===== src/rtl/dual_req_unit_arbiter_pkg.sv =====
// Shared types for the two-requester arbiter in front of the fixed-latency arithmetic unit.
// Word width, owner index and the {valid, owner} tag that travels alongside each issued operand.
package dual_req_unit_arbiter_pkg;

    localparam int INT_LENGTH_DEF  = 5;
    localparam int FRAC_LENGTH_DEF = 12;
    localparam int W               = INT_LENGTH_DEF + FRAC_LENGTH_DEF;

    typedef logic owner_t;

    typedef struct packed {
        logic   valid;
        owner_t owner;
    } tag_t;

endpackage


===== src/rtl/dual_req_unit_arbiter_tag_pipe.sv =====
// arb_tag_pipe: UNIT_LAT-deep shift register of issue tags.
// Its last stage lines up with the shared unit's res_valid.
module arb_tag_pipe
    import dual_req_unit_arbiter_pkg::*;
#(
    parameter int UNIT_LAT = 4
) (
    input  logic clk,
    input  logic rst_n,
    input  tag_t tag_in,
    output tag_t tag_out
);

    tag_t stage [UNIT_LAT];

    always_ff @(posedge clk or negedge rst_n) begin
        if (!rst_n) begin
            for (int i = 0; i < UNIT_LAT; i++) stage[i] <= '0;
        end else begin
            stage[0] <= tag_in;
            for (int i = 1; i < UNIT_LAT; i++) stage[i] <= stage[i-1];
        end
    end

    assign tag_out = stage[UNIT_LAT-1];

endmodule


===== src/rtl/dual_req_unit_arbiter.sv =====
// Round-robin sharing of one fixed-latency arithmetic unit between two requesters, with result routing.
// Define ARB_FIXED_PRIO_EN to make requester 0 win every tie instead of alternating.
module dual_req_unit_arbiter
    import dual_req_unit_arbiter_pkg::*;
#(
    parameter int INT_LENGTH  = INT_LENGTH_DEF,
    parameter int FRAC_LENGTH = FRAC_LENGTH_DEF,
    parameter int UNIT_LAT    = 4
) (
    input  logic                              clk,
    input  logic                              rst_n,
    input  logic                              req0_valid,
    input  logic [INT_LENGTH+FRAC_LENGTH-1:0] req0_data,
    output logic                              req0_ready,
    input  logic                              req1_valid,
    input  logic [INT_LENGTH+FRAC_LENGTH-1:0] req1_data,
    output logic                              req1_ready,
    output logic                              op_valid,
    output logic                              op_sel,
    output logic [INT_LENGTH+FRAC_LENGTH-1:0] op_data,
    input  logic                              res_valid,
    input  logic [INT_LENGTH+FRAC_LENGTH-1:0] res_data,
    output logic                              rsp0_valid,
    output logic                              rsp1_valid,
    output logic [INT_LENGTH+FRAC_LENGTH-1:0] rsp_data,
    output logic                              tag_err
);

    logic grant0;
    logic grant1;
    logic xfer;
    tag_t tag_in;
    tag_t tag_out;

`ifdef ARB_FIXED_PRIO_EN
    always_comb begin
        grant0 = req0_valid;
        grant1 = req1_valid && !req0_valid;
    end
`else
    owner_t last_grant;

    // On a tie the requester that did not win last time gets the unit.
    always_comb begin
        grant0 = req0_valid;
        grant1 = req1_valid;
        if (req0_valid && req1_valid) begin
            grant0 = last_grant;
            grant1 = !last_grant;
        end
    end

    always_ff @(posedge clk or negedge rst_n) begin
        if (!rst_n)    last_grant <= 1'b1;
        else if (xfer) last_grant <= grant1;
    end
`endif

    assign req0_ready = grant0;
    assign req1_ready = grant1;
    assign xfer       = grant0 || grant1;

    always_ff @(posedge clk or negedge rst_n) begin
        if (!rst_n) begin
            op_valid <= 1'b0;
            op_sel   <= 1'b0;
            op_data  <= '0;
        end else begin
            op_valid <= xfer;
            if (xfer) begin
                op_sel  <= grant1;
                op_data <= grant1 ? req1_data : req0_data;
            end
        end
    end

    assign tag_in = '{valid: op_valid, owner: op_sel};

    arb_tag_pipe #(
        .UNIT_LAT (UNIT_LAT)
    ) u_tag_pipe (
        .clk     (clk),
        .rst_n   (rst_n),
        .tag_in  (tag_in),
        .tag_out (tag_out)
    );

    // A result without a tag, or a tag without a result, means the unit and the pipe lost step.
    always_ff @(posedge clk or negedge rst_n) begin
        if (!rst_n) begin
            rsp0_valid <= 1'b0;
            rsp1_valid <= 1'b0;
            rsp_data   <= '0;
            tag_err    <= 1'b0;
        end else begin
            rsp0_valid <= res_valid && tag_out.valid && (tag_out.owner == 1'b0);
            rsp1_valid <= res_valid && tag_out.valid && (tag_out.owner == 1'b1);
            rsp_data   <= res_data;
            tag_err    <= tag_err || (res_valid != tag_out.valid);
        end
    end

endmodule


===== config.mk =====
export PLATFORM = sky130hd
export DESIGN_NAME = dual_req_unit_arbiter
export DESIGN_NICKNAME = d
export VERILOG_FILES = /design/src/rtl/dual_req_unit_arbiter_pkg.sv /design/src/rtl/dual_req_unit_arbiter_tag_pipe.sv /design/src/rtl/dual_req_unit_arbiter.sv
export SDC_FILE = /design/constraint.sdc
export NUM_CORES = 1
export LEC_CHECK = 0
export ABC_AREA = 1
export BUFFER_PORTS_ARGS = -buffer_cell sky130_fd_sc_hd__buf_2
export CORE_MARGIN = 2
export CORE_UTILIZATION = 47
export CTS_BUF_LIST = sky130_fd_sc_hd__clkbuf_16
export CTS_CLUSTER_SIZE = 40
export DETAILED_ROUTE_END_ITERATION = 10
export PLACE_DENSITY = 0.87
export SKIP_LAST_GASP = 1
export SYNTH_ARGS = -nofsm -noshare
export SYNTH_HDL_FRONTEND = slang
export SYNTH_SLANG_ARGS = --single-unit

===== constraint.sdc =====
create_clock -name clk -period 2.74 [get_ports clk]
set_input_delay 0.274 -clock clk [delete_from_list [all_inputs] [get_ports clk]]
set_output_delay 0.274 -clock clk [all_outputs]
set_load 0.02 [all_outputs]

==> impl_results.md <==
- Outcome: complete, no violations
- Syn nets: 200
- Antenna-violating nets left: 0
- Worst reg2reg path endpoint: op_sel
- N_diodes: 0
- Hold_buf cts: 0
- Simple-gate share of the synthesized area: 0.261
- I/O Pins: 97
- Worst path depth: 4
- Vias per cell: 4.93
- Post-CTS Setup Bufs: 0
- Slew at the pin closest to its max-slew limit: 1.01 ns
- Max Slew Vio Count: 0
- Hpwl dp: 2920 um
- Startpoint Class: flip-flop
- Setup CP Type: flip-flop to output port
- Cell family with most CP delay: flip-flops
- FILL cells: 312
- I/O Buffers: 96
- Worst-Skew Late Latency: 0.27 ns
- Endpoints failing hold: 0
- Worst setup EP type: output port
- Largest family of logic cells by synthesized area: simple AND/OR/NAND/NOR gates
- Pre-antenna DRT Iters: 4
- FP Rows: 22
- Power Dens Cells: 664 mW/mm^2
- Reg-to-reg critical path startpoint: last_grant
- Number of global-route vias before repair: 1,312
- Final min period: 1.65 ns
- Peak supply drop: 0.361 mV
- Adder-cell share of the synthesized area: 0.00679
- Fmax: 0.606 GHz
- First-pass GRT wire length: 6180 um
- Synth Area in XOR/XNOR: 0
- Required @ worst endpoint: 2.47 ns
- Ys Warns: 0
- Antenna violations before repair: 0
- Vias post-DR: 1,421
- Lkg Pwr: 1.29 nW
- # H-tree levels: 2
- Max-Slew Margin vs Limit: 0.329
- CTS resizes: 0
- Critical Path Fanout Max: 18
- Compound-Gate Fraction of Synth Area: 0.00543
- Layout Skew: 0.00515 ns
- Die area: 0.00444 mm^2
- Core Footprint: 0.00372 mm^2
- Crit path DAT: 1.38 ns
- Reg2Reg Setup Slack: 1.64 ns
- Height of the chip: 66.6 um
- Mapped Cells: 143
- Routed wire length: 3820 um
- # DRC: 0
- Total GRT Usage: 0.187
- Reg2Reg Depth: 3
- CP bufs+invs: 2
- Initial Utilization: 0.496
- RSZ-0062 raised after global routing: false
- Post-synthesis register bit count: 48
- Pin count of the biggest net entering global routing: 49
- Cells on Worst Hold Path: 1
- CTS Root Cell: clkbuf_16
- Area growth, synth to finish: 31.0%
- Largest stage delay, worst path: 0.56 ns
- Iter 0 DRT Violations: 57
- Post-Syn Area per Cell: 12.9 um^2
- Final period util: 0.603
- Pre-CTS setup slack: 1.21 ns
- Yosys cell types: 17
- Setup TNS: 0 ns
- Clk slew on worst S/H paths: 0.06 ns
- Worst path cell trace: nand2_4 > nand2_1 > inv_1 > buf_2
- CTS tree: built
- Clock sinks: 48
- Worst hold-check path type: input pin to flip-flop
- Maxcap violations: 0
- WL per Instance: 13.3 um
- CP max-delay cell: dfstp_2
- Share of cells above drive strength 1: 0.533
- Crit path to: req1_ready
- Clock Path Buffers: 2
- Mapped cell area: 0.00184 mm^2
- Final setup viols: 0
- GRT overflow: 0
- Post-route setup slack: 1.09 ns
- Worst setup path start: last_grant
- Nets: 296
- Die Wd: 66.6 um
- Gpl congestion: 0.798
- Sequential share of the synthesized area: 0.653
- Mux cell area share after synthesis: 0
- Number of CTS-inserted buffers: 5
cell usage in the layout (no fill, tap or decap):
cell type	count
ha_1	1
o21ai_0	1
clkbuf_16	5
buf_2	96
clkinv_1	1
dfstp_2	1
nor2_4	1
nand3_1	30
clkinvlp_4	1
inv_1	7
nand2_4	2
inv_2	1
nor2_1	1
dfrtp_1	47
a21oi_1	1
nand3_2	20
nand2_1	23
or2_2	1
cell usage after synthesis, drive strengths merged:
cell type,instances,area share
a21oi,1,0.0027
buf,5,0.045
clkbuf,2,0.015
dfrtp,47,0.64
dfstp,1,0.014
ha,1,0.0068
inv,7,0.014
nand2,25,0.059
nand3,50,0.19
nor2,2,0.0081
o21ai,1,0.0027
or2,1,0.0034
metrics by stage:
stage | area, um^2 | hold slack, ns | cells | utilization | power, mW
6_report | 2410 | 0.106 | 288 | 0.649 | 1.60
5_1_grt | 2410 | 0.0909 | 288 | 0.649 | 1.69
4_1_cts | 2410 | 0.0998 | 288 | 0.649 | 1.62
3_5_place_dp | 2270 | 0.335 | 280 | 0.611 | 1.06
3_3_place_gp | 2270 | 0.332 | 280 | 0.611 | 1.05
2_1_floorplan | 1840 | -0.0216 | 143 | - | 0.953
registers in the layout (all words and copies together) (netlist names):
signal / count
op_valid: 1
rsp_data: 17
op_sel: 1
op_data: 17
last_grant: 1
tag_err: 1
u_tag_pipe.tag_out: 2
rsp0_valid: 1
u_tag_pipe.stage: 6
rsp1_valid: 1
power breakdown:
| part | total, mW | internal [mW] | switching (mW) |
|---|---|---|---|
| Sequential | 0.790 | 0.765 | 0.0248 |
| Clock | 0.561 | 0.331 | 0.230 |
| Combinational | 0.250 | 0.0902 | 0.160 |
layer usage:
layer,global-route usage,vias up,share of wire
met4,0.0306,0,0.0047
met3,0.0709,2,0.13
li1,-,668,-
met5,0,-,0
met2,0.296,84,0.46
met1,0.251,667,0.41
logic make-up after synthesis:
group / after synthesis
AOI/OAI and AO/OA: 2
adders and majority gates: 1
buffers and inverters: 14
DFF: 48
and+or+nand+nor: 78
how the worst min path moves through the flow:
stage / slack [ns] / start / to
floorplan: -0.02 / rst_n / op_data[0]
global placement: 0.33 / u_tag_pipe.stage[4] / u_tag_pipe.stage[2]
detailed placement: 0.33 / u_tag_pipe.stage[2] / u_tag_pipe.tag_out[0]
CTS: 0.1 / res_data[10] / rsp_data[10]
global route: 0.09 / res_data[10] / rsp_data[10]
finish: 0.11 / res_data[2] / rsp_data[2]
final cells by class:
| cell class | instances | area (um^2) | share of cell area |
|---|---|---|---|
| Clock buffer | 5 | 125 | 0.0519 |
| Clock inverter | 3 | 15.0 | 0.00622 |
| Inverter | 7 | 26.3 | 0.0109 |
| Multi-Input combinational cell | 81 | 503 | 0.209 |
| Sequential cell | 48 | 1200 | 0.498 |
| Tap cell | 48 | 60.1 | 0.0249 |
| Timing Repair Buffer | 96 | 480 | 0.199 |
Power figures use the tool's default switching activity.
